--- config.mk ---
export PLATFORM = sky130hd
export DESIGN_NAME = delay_pipeline_var
export DESIGN_NICKNAME = d
export VERILOG_FILES = /design/src/rtl/delay_pipeline_pkg.sv /design/src/rtl/delay_stage.sv /design/src/rtl/delay_pipeline_var.sv
export SDC_FILE = /design/constraint.sdc
export NUM_CORES = 1
export LEC_CHECK = 0
export CAP_MARGIN = 20
export CORE_UTILIZATION = 40
export DETAILED_ROUTE_END_ITERATION = 7
export GPL_ROUTABILITY_DRIVEN = 0
export GPL_TIMING_DRIVEN = 0
export PLACE_DENSITY = 0.56
export RECOVER_POWER = 50
export SYNTH_ARGS = -nofsm -noshare
export SYNTH_HDL_FRONTEND = slang
export SYNTH_SLANG_ARGS = --single-unit
--- constraint.sdc ---
create_clock -name clk -period 5.8 [get_ports clk]
set_input_delay 1.16 -clock clk [delete_from_list [all_inputs] [get_ports clk]]
set_output_delay 1.16 -clock clk [all_outputs]
set_load 0.01 [all_outputs]
--- src/rtl/delay_pipeline_pkg.sv ---
// delay_pipeline_pkg: width helpers shared by the variable-depth delay pipeline
package delay_pipeline_pkg;
  function automatic int sel_w(input int max_depth);
    return $clog2(max_depth);
  endfunction
  function automatic int cnt_w(input int max_depth);
    return $clog2(max_depth + 1);
  endfunction
endpackage

--- src/rtl/delay_stage.sv ---
// delay_stage: one {valid, data} register of the delay pipeline
module delay_stage #(
  parameter int WIDTH = 4
) (
  input  logic             clk,
  input  logic             rst,
  input  logic             en,
  input  logic             flush,
  input  logic             prev_valid,
  input  logic [WIDTH-1:0] prev_data,
  output logic             valid,
  output logic [WIDTH-1:0] data
);
  always_ff @(posedge clk or negedge rst) begin
    if (!rst) begin
      valid <= 1'b0;
      data  <= '0;
    end else if (flush) begin
      valid <= 1'b0;
    end else if (en) begin
      valid <= prev_valid;
      data  <= prev_data;
    end
  end
endmodule

--- src/rtl/delay_pipeline_var.sv ---
// delay_pipeline_var: valid-qualified delay line with runtime-selectable depth, stall and flush
module delay_pipeline_var
  import delay_pipeline_pkg::*;
#(
  parameter int WIDTH     = 4,
  parameter int MAX_DEPTH = 8,
  parameter int SEL_W     = sel_w(MAX_DEPTH)
) (
  input  logic                          clk,
  input  logic                          rst,
  input  logic                          en,
  input  logic                          flush,
  input  logic [SEL_W-1:0]              delay_sel,
  input  logic                          in_valid,
  input  logic [WIDTH-1:0]              data_in,
  output logic                          out_valid,
  output logic [WIDTH-1:0]              data_out,
  output logic [cnt_w(MAX_DEPTH)-1:0]   in_flight
);
  localparam int CNT_W = cnt_w(MAX_DEPTH);
  logic [MAX_DEPTH-1:0]            v;
  logic [MAX_DEPTH-1:0][WIDTH-1:0] d;
  logic [MAX_DEPTH-1:0]            v_prev;
  logic [MAX_DEPTH-1:0][WIDTH-1:0] d_prev;
  logic [SEL_W-1:0]                sel_c;
  assign v_prev = {v[MAX_DEPTH-2:0], in_valid};
  assign d_prev = {d[MAX_DEPTH-2:0], data_in};
  for (genvar g = 0; g < MAX_DEPTH; g++) begin : g_stage
    delay_stage #(.WIDTH(WIDTH)) u_stage (
      .clk       (clk),
      .rst       (rst),
      .en        (en),
      .flush     (flush),
      .prev_valid(v_prev[g]),
      .prev_data (d_prev[g]),
      .valid     (v[g]),
      .data      (d[g])
    );
  end
  // out-of-range selects only exist for non-power-of-2 depths
  assign sel_c     = (delay_sel > SEL_W'(MAX_DEPTH - 1)) ? SEL_W'(MAX_DEPTH - 1) : delay_sel;
  assign out_valid = v[sel_c];
  assign data_out  = out_valid ? d[sel_c] : '0;
  always_comb begin
    in_flight = '0;
    for (int i = 0; i < MAX_DEPTH; i++)
      in_flight = in_flight + ((SEL_W'(i) <= sel_c) ? CNT_W'(v[i]) : CNT_W'(0));
  end
endmodule
==> flow_summary.json, run 1 <==
{
  "hold_end": "g_stage[7].u_stage.data[1]$_DFFE_PN0P_",
  "fin_crit_ns": 5.59,
  "p_sw_uw": 209,
  "leakage_uw": 0.00112,
  "cts_buffers": 5,
  "synth_seq_cells": 40,
  "worst_slew_pin_slew_ns": 2.11,
  "final_common_cell": "dfrtp_1",
  "critical_path_class": "input port to output pin",
  "relSlewSlack_pct": -40.7,
  "htreeDepth": 2,
  "fin_cells": 247,
  "firstDrtPassIters": 4,
  "power.density_nw_per_um2": 323,
  "total_power_uw": 793,
  "hold_depth": 1,
  "r2r-start": "g_stage[3].u_stage.data[1]$_DFFE_PN0P_",
  "ant_nets": 0,
  "netSwitchingFraction_pct": 26.3,
  "cts_buffer_depth": 2,
  "setup_viol": 0,
  "yosys_warnings": 0,
  "peakVddDrop_v": 0.000163,
  "layout.nets": 195,
  "post-route-period-util_pct": 96.3,
  "drt-total-wl_mm": 3.74,
  "io_buffers": 15,
  "placementRows": 26,
  "startpoint_type": "input port",
  "core_sq_um": 5140,
  "routed_via_density": 5.11,
  "cts_tree": "yes",
  "diodes": 0,
  "drc_errors": 0,
  "syn_area_sq_um": 2140,
  "post_cts_buffers": 0,
  "num_vias": 1262,
  "initial_core_util_pct": 41.7,
  "worstPathRequired_ns": 4.64,
  "r2r-end": "g_stage[3].u_stage.data[1]$_DFFE_PN0P_",
  "fp.dieW_um": 75.2,
  "critPathMaxFanout": 18,
  "chipHeight_um": 75.2,
  "grt_pass1_vias": 1293,
  "dp_cells": 241,
  "cts-root-buf": "clkbuf_8",
  "fp.dieArea_sq_um": 5660,
  "synth_cell_types": 32,
  "drt_iter0_drc": 27,
  "reg2reg_slack_ns": 4.98,
  "place_ws_ns": -0.272,
  "maxCapViolCount": 1,
  "areaGrowthSynthToFinish_pct": 14.6,
  "p_int_uw": 584,
  "hold_violations": 0,
  "violations": "capacitance limit, slew limit",
  "io_pins": 21,
  "wire_per_inst_um": 15.2,
  "syn_nets": 175,
  "grt_max_degree": 41,
  "power_frac_seq_pct": 53.4,
  "grt_use_total_pct": 15.2,
  "path_clk_slew_ns": 0.07,
  "grt_pass1_wl_mm": 6.31,
  "status": "finished, violations left",
  "cts_sinks": 40,
  "rsz0062_at_grt": "false",
  "mostFrequentLayoutCells": "dfrtp_1, mux2_2, mux2i_1, clkdlybuf4s50_1, nor2_1",
  "slew_violations": 41,
  "pwr-share-clk_pct": 24.0,
  "max_freq_ghz": 0.179,
  "setup_ws_ns": 0.214,
  "rr_worst_depth": 1,
  "worstSetupEndpointType": "output pin",
  "dpl.hpwl_mm": 2.75,
  "arrival_ns": 4.43,
  "synth_cells": 156,
  "syn_area_per_cell_sq_um": 13.7,
  "antenna_found_initial": 0,
  "drive_gt1_share_pct": 29.9,
  "comb_power_share_pct": 22.6,
  "hp-start": "g_stage[7].u_stage.data[1]$_DFFE_PN0P_",
  "finClkSkew_ns": 0.00315,
  "cp-startpoint": "delay_sel[1]",
  "grt_overflow": 0,
  "worstSkewPairLatency_ns": 0.28,
  "hold_class": "register to register",
  "ys_seq_area_share_pct": 46.7
}
==> area by class of cell <==
cell class | instances | area [sq um]
plain buffers | 11 | 66.3
well taps | 70 | 87.6
flip-flops and latches | 40 | 1000
clock inverters | 1 | 7.51
repair buffers | 15 | 141
multi-input cells | 95 | 1040
inverters | 8 | 30.0
fillers | 497 | 2680
clock buffers | 7 | 86.3
==> sequential cells by signal (all words and copies together) (netlist names) <==
signal	flops
g_stage.u_stage.valid	8
g_stage.u_stage.data	32
==> metal layers <==
metal	up-vias	part of all wire (%)	GRT usage (%)
met2	17	51	26.3
li1	598	-	-
met5	-	0	0
met1	642	45	19.2
met4	0	0.91	3.70
met3	5	2.9	4.02
==> power by group through the flow <==
stage	Sequential [uW]	Clock, uW	Combinational, uW
2_1_floorplan	407	0	147
3_3_place_gp	419	0	177
3_5_place_dp	428	0	182
4_1_cts	423	197	182
5_1_grt	436	210	198
6_report	423	190	179
==> synthesized netlist by cell type <==
library cell | n | area [sq um]
nand2_1 | 5 | 18.8
mux4_1 | 6 | 158
nor2_1 | 10 | 37.5
a21o_1 | 1 | 7.51
mux2i_1 | 12 | 120
a21bo_2 | 1 | 10.0
and4_1 | 1 | 8.76
inv_1 | 8 | 30.0
o21a_1 | 1 | 7.51
xnor2_1 | 1 | 8.76
mux2_2 | 30 | 338
nor2b_1 | 1 | 6.26
o22ai_1 | 3 | 18.8
fa_1 | 4 | 80.1
buf_4 | 1 | 7.51
mux2_4 | 1 | 15.0
o21ai_0 | 2 | 10.0
mux4_2 | 2 | 45.0
a211oi_2 | 1 | 12.5
o211a_1 | 1 | 10.0
clkbuf_1 | 3 | 11.3
a21oi_1 | 1 | 5.00
nor3_2 | 2 | 20.0
and3_1 | 1 | 6.26
dfrtp_1 | 40 | 1000
buf_6 | 2 | 22.5
buf_2 | 7 | 35.0
mux2_1 | 2 | 22.5
o211a_4 | 1 | 17.5
nand2b_1 | 1 | 6.26
o31a_1 | 1 | 8.76
ha_1 | 3 | 37.5
==> worst max-delay path, cell delays in order <==
cell           delay (ns)
buf_2                0.22
o31a_1               0.36
fa_1                 0.48
inv_1                0.05
fa_1                 0.54
inv_1                0.06
fa_1                 0.53
ha_1                 0.17
inv_1                0.05
fa_1                 0.37
xnor2_1              0.15
dlygate4sd2_1        0.28
==> worst max path at each step <==
stage,slack [ns],cells after the start,endpoint
floorplan,0.39,12,in_flight[2]
global placement,-0.19,13,in_flight[2]
detailed placement,-0.27,13,in_flight[2]
CTS,0.19,13,in_flight[2]
global route,0.09,12,in_flight[2]
finish,0.21,12,in_flight[2]
==> timing repair <==
| action | 4_1_cts | 5_1_grt |
|---|---|---|
| setup endpoints to repair | 2 | 0 |
| hold buffers | 0 | 0 |
| resized for setup | 2 | 0 |
==> stage by stage <==
stage / hold WS, ns / instance area (sq um) / util (%) / setup TNS, ns
6_report: 0.507 / 2460 / 47.8 / 0
5_1_grt: 0.530 / 2460 / 47.8 / 0
3_5_place_dp: 0.489 / 2380 / 46.2 / -0.467
4_1_cts: 0.507 / 2460 / 47.8 / 0
3_3_place_gp: 0.467 / 2380 / 46.3 / -0.321
2_1_floorplan: 0.456 / 2140 / - / 0
==> logic make-up after synthesis <==
family,Yosys count,synth area share (%)
AO/OA/AOI/OAI,13,5.02
XOR/XNOR,1,0.409
adder cells (fa/ha/maj),7,5.49
buffers and inverters,21,4.96
flip-flops,40,46.7
multiplexers,53,32.6
AND/OR/NAND/NOR,21,4.85
No activity file was read; power rests on OpenSTA's default activity.
==> inputs of run 2 (changes only) <==
--- a/config.mk
+++ b/config.mk
@@ -6,9 +6,9 @@
 export NUM_CORES = 1
 export LEC_CHECK = 0
 export CAP_MARGIN = 20
+export CORE_ASPECT_RATIO = 1.5
 export CORE_UTILIZATION = 40
 export DETAILED_ROUTE_END_ITERATION = 7
-export GPL_ROUTABILITY_DRIVEN = 0
 export GPL_TIMING_DRIVEN = 0
 export PLACE_DENSITY = 0.56
 export RECOVER_POWER = 50
==> flow_summary.json, run 2 (synthesis gave the netlist of run 1 again) <==
{
  "slew_violations": 41,
  "hold_class": "register to register",
  "firstDrtPassIters": 4,
  "cts_tree": "yes",
  "worst_slew_pin_slew_ns": 2.08,
  "cts_buffers": 5,
  "comb_power_share_pct": 23.2,
  "setup_viol": 0,
  "status": "finished, violations left",
  "areaGrowthSynthToFinish_pct": 14.3,
  "grt_overflow": 0,
  "crit_top_cell": "fa_1",
  "layout.nets": 195,
  "grt_pass1_vias": 1322,
  "total_power_uw": 776,
  "fp.dieArea_sq_um": 5660,
  "crit_family": "adder cells",
  "cts-root-buf": "clkbuf_8",
  "drt_iter0_drc": 38,
  "worstPathRequired_ns": 4.64,
  "htreeDepth": 2,
  "relSlewSlack_pct": -38.4,
  "drive_gt1_share_pct": 30.7,
  "maxCapViolCount": 1,
  "largest_reg_flops": 32,
  "startpoint_type": "input port",
  "power.density_nw_per_um2": 317,
  "reg.largest.list": "g_stage.u_stage.data: 32 flops, g_stage.u_stage.valid: 8 flops",
  "diodes": 0,
  "drt-total-wl_mm": 3.75,
  "antenna_found_initial": 0,
  "worstSkewPairLatency_ns": 0.28,
  "violations": "capacitance limit, slew limit",
  "gp_congestion": 0.713,
  "io_buffers": 15,
  "finClkSkew_ns": 0.00248,
  "cts_sinks": 40,
  "pwr-share-clk_pct": 22.4,
  "drc_errors": 0,
  "fin_crit_ns": 5.55,
  "arrival_ns": 4.39,
  "final_common_cell": "dfrtp_1",
  "grt_max_degree": 41,
  "path_clk_slew_ns": 0.08,
  "post_cts_buffers": 0,
  "routed_via_density": 5.17,
  "grt_pass1_wl_mm": 6.29,
  "fin_setup_tns_ns": 0,
  "power_frac_seq_pct": 54.4,
  "worst_hold_slack_ns": 0.511,
  "fp.dieW_um": 61.8,
  "ant_nets": 0,
  "p_int_uw": 569,
  "netSwitchingFraction_pct": 26.6,
  "io_pins": 21,
  "grt_use_total_pct": 15.4,
  "wire_per_inst_um": 15.4,
  "path_buf_inv": 5,
  "worstSetupEndpointType": "output pin",
  "fillCellCount": 453,
  "hold_violations": 0,
  "chipHeight_um": 91.7,
  "num_vias": 1261,
  "rsz0062_at_grt": "false",
  "cp_slowest_cell": "fa_1",
  "max_freq_ghz": 0.180,
  "initial_core_util_pct": 41.5,
  "core_sq_um": 5160,
  "slowest_delay_ns": 0.54,
  "cts_buffer_depth": 2,
  "critPathMaxFanout": 18,
  "top_register": "g_stage.u_stage.data",
  "path_cells": "clkbuf_4, o31a_1, fa_1, inv_1, fa_1, inv_1, fa_1, ha_1, inv_1, fa_1, xnor2_1, dlygate4sd2_1",
  "critical_path_class": "input port to output pin",
  "p_sw_uw": 206,
  "mostFrequentLayoutCells": "dfrtp_1, mux2_2, mux2i_1, clkdlybuf4s50_1, nor2_1",
  "post-route-period-util_pct": 95.8,
  "peakVddDrop_v": 0.000209,
  "placementRows": 32,
  "dpl.hpwl_mm": 2.89,
  "leakage_uw": 0.00113
}
==> run 2: cell types whose count changed in the layout (fill, tap and decap cells not counted), sizes merged <==
| cell | change |
|---|---|
| dlymetal6s2s | +1 |
| buf | -1 |
| clkbuf | -1 |
| dlygate4sd2 | -1 |
| clkinv | +1 |
==> run 2: path summary, 6_finish.rpt <==
kind	startpoint	to	slack (ns)	cells after the start
max	delay_sel[1]	in_flight[2]	0.25	12
min	g_stage[7].u_stage.data[1]$_DFFE_PN0P_	g_stage[7].u_stage.data[1]$_DFFE_PN0P_	0.51	1
max reg2reg	g_stage[3].u_stage.data[1]$_DFFE_PN0P_	g_stage[3].u_stage.data[1]$_DFFE_PN0P_	4.99	1
min reg2reg	g_stage[7].u_stage.data[1]$_DFFE_PN0P_	g_stage[7].u_stage.data[1]$_DFFE_PN0P_	0.51	1
max in group asynchronous	rst	g_stage[5].u_stage.data[2]$_DFFE_PN0P_	3.14	1
min in group asynchronous	rst	g_stage[4].u_stage.valid$_DFFE_PN0P_	1.46	1
==> run 2: timing repair <==
item,CTS,global route
hold buffers,0,0
setup endpoints to repair,2,1
gates resized for setup,1,3
==> run 2: area by class of cell <==
type                    count  area (sq um)  share of cell area, %
flip-flops and latches     40          1000                   40.9
inverters                   8          30.0                   1.23
plain buffers              11          68.8                   2.81
clock inverters             2          12.5                  0.511
clock buffers               5          68.8                   2.81
well taps                  68          85.1                   3.47
repair buffers             15           145                   5.92
multi-input cells          95          1040                   42.4
==> run 2: metrics by stage <==
stage	utilization (%)	worst slack [ns]	std cells	cell area (sq um)
3_3_place_gp	46.1	-0.186	239	2380
4_1_cts	47.3	0.00430	244	2440
5_1_grt	47.4	0.0821	244	2450
3_5_place_dp	46.0	-0.245	239	2370
6_report	47.4	0.246	244	2450
2_1_floorplan	-	0.386	156	2140
==> run 2: power by group through the flow <==
stage          Clock (uW)  Sequential, uW  Combinational, uW
2_1_floorplan           0             407                147
3_3_place_gp            0             418                176
3_5_place_dp            0             428                185
4_1_cts               182             422                185
5_1_grt               190             436                198
6_report              174             422                180
==> run 2: layer usage <==
layer	vias to the layer above	share of wire, %	global-route usage, %
met3	5	2.6	3.95
li1	594	-	-
met5	-	0	0
met2	18	55	27.3
met4	0	1.6	5.93
met1	644	41	16.6
==> inputs of run 3 (changes only) <==
--- a/config.mk
+++ b/config.mk
@@ -5,10 +5,13 @@
 export SDC_FILE = /design/constraint.sdc
 export NUM_CORES = 1
 export LEC_CHECK = 0
+export ABC_AREA = 1
 export CAP_MARGIN = 20
 export CORE_ASPECT_RATIO = 1.5
 export CORE_UTILIZATION = 40
+export CTS_CLUSTER_SIZE = 20
 export DETAILED_ROUTE_END_ITERATION = 7
+export GPL_ROUTABILITY_DRIVEN = 0
 export GPL_TIMING_DRIVEN = 0
 export PLACE_DENSITY = 0.56
 export RECOVER_POWER = 50
==> flow_summary.json, run 3 <==
{
  "placementRows": 31,
  "layout.nets": 310,
  "fin_cells": 358,
  "startpoint_type": "input port",
  "comb_power_share_pct": 19.0,
  "initial_core_util_pct": 42.6,
  "fp.dieArea_sq_um": 5540,
  "ys.flop_type": "dfrtp_1",
  "yosysMostFrequentCell": "nand2_1",
  "drt-total-wl_mm": 5.14,
  "cts_tree": "yes",
  "synth_cell_types": 21,
  "synth_seq_cells": 40,
  "setup_viol": 0,
  "fp.dieW_um": 61.1,
  "hold_buffers": 0,
  "place_ws_ns": -0.768,
  "largest_reg_flops": 32,
  "io_buffers": 20,
  "async_reset_ff_share_pct": 100,
  "grt_max_degree": 31,
  "grt_overflow": 0,
  "diodes": 0,
  "post-route-period-util_pct": 97.3,
  "ant_nets": 0,
  "grt_pass1_wl_mm": 8.70,
  "synth_area_leaders": "dfrtp_1, nand2_1, inv_1",
  "dpl.hpwl_mm": 3.79,
  "maxCapViolCount": 1,
  "worstPathRequired_ns": 4.64,
  "power.density_nw_per_um2": 275,
  "setup_ws_ns": 0.156,
  "wire_per_inst_um": 14.4,
  "hold_violations": 0,
  "status": "finished, violations left",
  "core_sq_um": 4930,
  "cts_buffers": 5,
  "areaGrowthSynthToFinish_pct": 18.3,
  "multiInputGateArea_sq_um": 897,
  "yosys-top-cells-count": "nand2_1, dfrtp_1, inv_1, nand3_1, nor2_1",
  "yosys_warnings": 0,
  "slew_violations": 31,
  "synth_top_cell_area_share_pct": 47.7,
  "peakVddDrop_v": 0.000161,
  "drive_gt1_share_pct": 9.25,
  "max_freq_ghz": 0.177,
  "ys_seq_area_share_pct": 47.7,
  "critical_path_class": "input port to output pin",
  "arrival_ns": 4.48,
  "cts_sinks": 40,
  "violations": "capacitance limit, slew limit",
  "top_register": "g_stage.u_stage.data",
  "dp_cells": 350,
  "syn_area_sq_um": 2100,
  "hold_class": "register to register",
  "worst_slew_pin_slew_ns": 1.65,
  "critPathMaxFanout": 10,
  "yosysTopAreaCell": "dfrtp_1",
  "grt_use_total_pct": 21.5,
  "total_power_uw": 682,
  "rsz0062_at_grt": "false",
  "worstSetupEndpointType": "output pin",
  "synth_cells": 263,
  "htreeDepth": 2,
  "drt_iter0_drc": 60,
  "cts-root-buf": "clkbuf_8",
  "routed_via_density": 4.96,
  "mostFrequentLayoutCells": "nand2_1, dfrtp_1, inv_1",
  "finClkSkew_ns": 0.00493,
  "num_vias": 1776,
  "pwr-share-clk_pct": 28.6,
  "drc_errors": 0,
  "netSwitchingFraction_pct": 29.5,
  "worstSkewPairLatency_ns": 0.29,
  "cts_buffer_depth": 2,
  "chipHeight_um": 90.7,
  "seq_area_sq_um": 1000,
  "grt_pass1_vias": 1823,
  "leakage_uw": 0.00126,
  "reg.largest.list": "g_stage.u_stage.data: 32 flops, g_stage.u_stage.valid: 8 flops",
  "power_frac_seq_pct": 52.5,
  "fillCellCount": 527,
  "syn_nets": 282,
  "io_pins": 21,
  "p_int_uw": 481,
  "final_common_cell": "nand2_1",
  "path_clk_slew_ns": 0.08,
  "syn_area_per_cell_sq_um": 7.97,
  "antenna_found_initial": 0,
  "firstDrtPassIters": 4,
  "synth-edff-count": 0,
  "relSlewSlack_pct": -10.1,
  "p_sw_uw": 201,
  "post-route-util_pct": 50.3,
  "fin_crit_ns": 5.64
}
## run 3: changes by cell type in the layout (fill, tap and decap cells not counted), moves of 4 or more
cell,change
nor2_1,+10
o22ai_1,+4
clkbuf_1,+4
mux2i_1,-12
dlygate4sd2_1,+4
nand3_1,+21
mux2_2,-22
nand2_1,+70
a21oi_1,+12
mux4_1,-6
inv_1,+31
o21ai_0,+12
## run 3: cell type report
class,count,area share (%)
multi-input cells,171,36.2
clock buffers,8,3.63
flip-flops and latches,40,40.4
inverters,40,6.16
well taps,66,3.33
plain buffers,11,2.32
repair buffers,22,8.02
## run 3: kinds of logic (layout without fill, tap and decap cells)
| logic type | count (synthesis) | after routing | share of synthesized area, % |
|---|---|---|---|
| AND/OR/NAND/NOR | 120 | 120 | 23.2 |
| buffers and inverters | 52 | 81 | 9.84 |
| flip-flops | 40 | 40 | 47.7 |
| AO/OA/AOI/OAI | 35 | 35 | 8.89 |
| multiplexers | 8 | 8 | 4.30 |
| adder cells (fa/ha/maj) | 7 | 7 | 5.61 |
| XOR/XNOR | 1 | 1 | 0.418 |
## run 3: timing repair
item | in CTS | in global routing
setup endpoints to repair | 4 | 0
resized for setup | 11 | 0
buffers inserted | 1 | 0
## run 3: power groups by stage
stage	Clock, uW	Combinational, uW	Sequential (uW)
floorplan	0	88.3	354
global placement	0	128	363
detailed placement	0	132	364
CTS	199	134	358
global route	208	149	365
finish	195	129	358
## run 3: final timing paths
path / start / end / slack (ns) / cells past startpoint
worst max-delay path: delay_sel[0] / in_flight[1] / 0.16 / 14
worst min-delay path: g_stage[6].u_stage.data[1]$_DFFE_PN0P_ / g_stage[6].u_stage.data[1]$_DFFE_PN0P_ / 0.51 / 2
worst max register to register: g_stage[4].u_stage.data[0]$_DFFE_PN0P_ / g_stage[4].u_stage.data[0]$_DFFE_PN0P_ / 5.01 / 1
worst min register to register: g_stage[6].u_stage.data[1]$_DFFE_PN0P_ / g_stage[6].u_stage.data[1]$_DFFE_PN0P_ / 0.51 / 2
max in group asynchronous: rst / g_stage[4].u_stage.valid$_DFFE_PN0P_ / 3.04 / 2
min in group asynchronous: rst / g_stage[4].u_stage.data[0]$_DFFE_PN0P_ / 0.83 / 1
## run 3: stage by stage
stage               hold slack, ns  TNS [ns]  area [sq um]
finish                       0.514         0          2480
global route                 0.539         0          2480
CTS                          0.518         0          2500
detailed placement           0.499     -2.06          2390
global placement             0.491     -2.06          2380
floorplan                    0.471         0          2100
## run 3: per-layer routing
metal	global-route usage [%]	vias up	routed length, um
met4	8.14	0	95
met2	36.0	40	2740
met5	0	-	0
li1	-	872	-
met1	26.8	855	2150
met3	3.15	9	154
## run 3: critical path: stages
cell           delay [ns]
dlygate4sd2_1        0.29
buf_6                0.17
nand2_1              0.08
nor2_1               0.06
fa_1                 0.54
inv_1                0.06
fa_1                 0.53
inv_1                0.05
fa_1                 0.54
ha_2                 0.19
inv_1                0.05
fa_1                 0.48
inv_1                0.04
dlygate4sd2_1        0.27
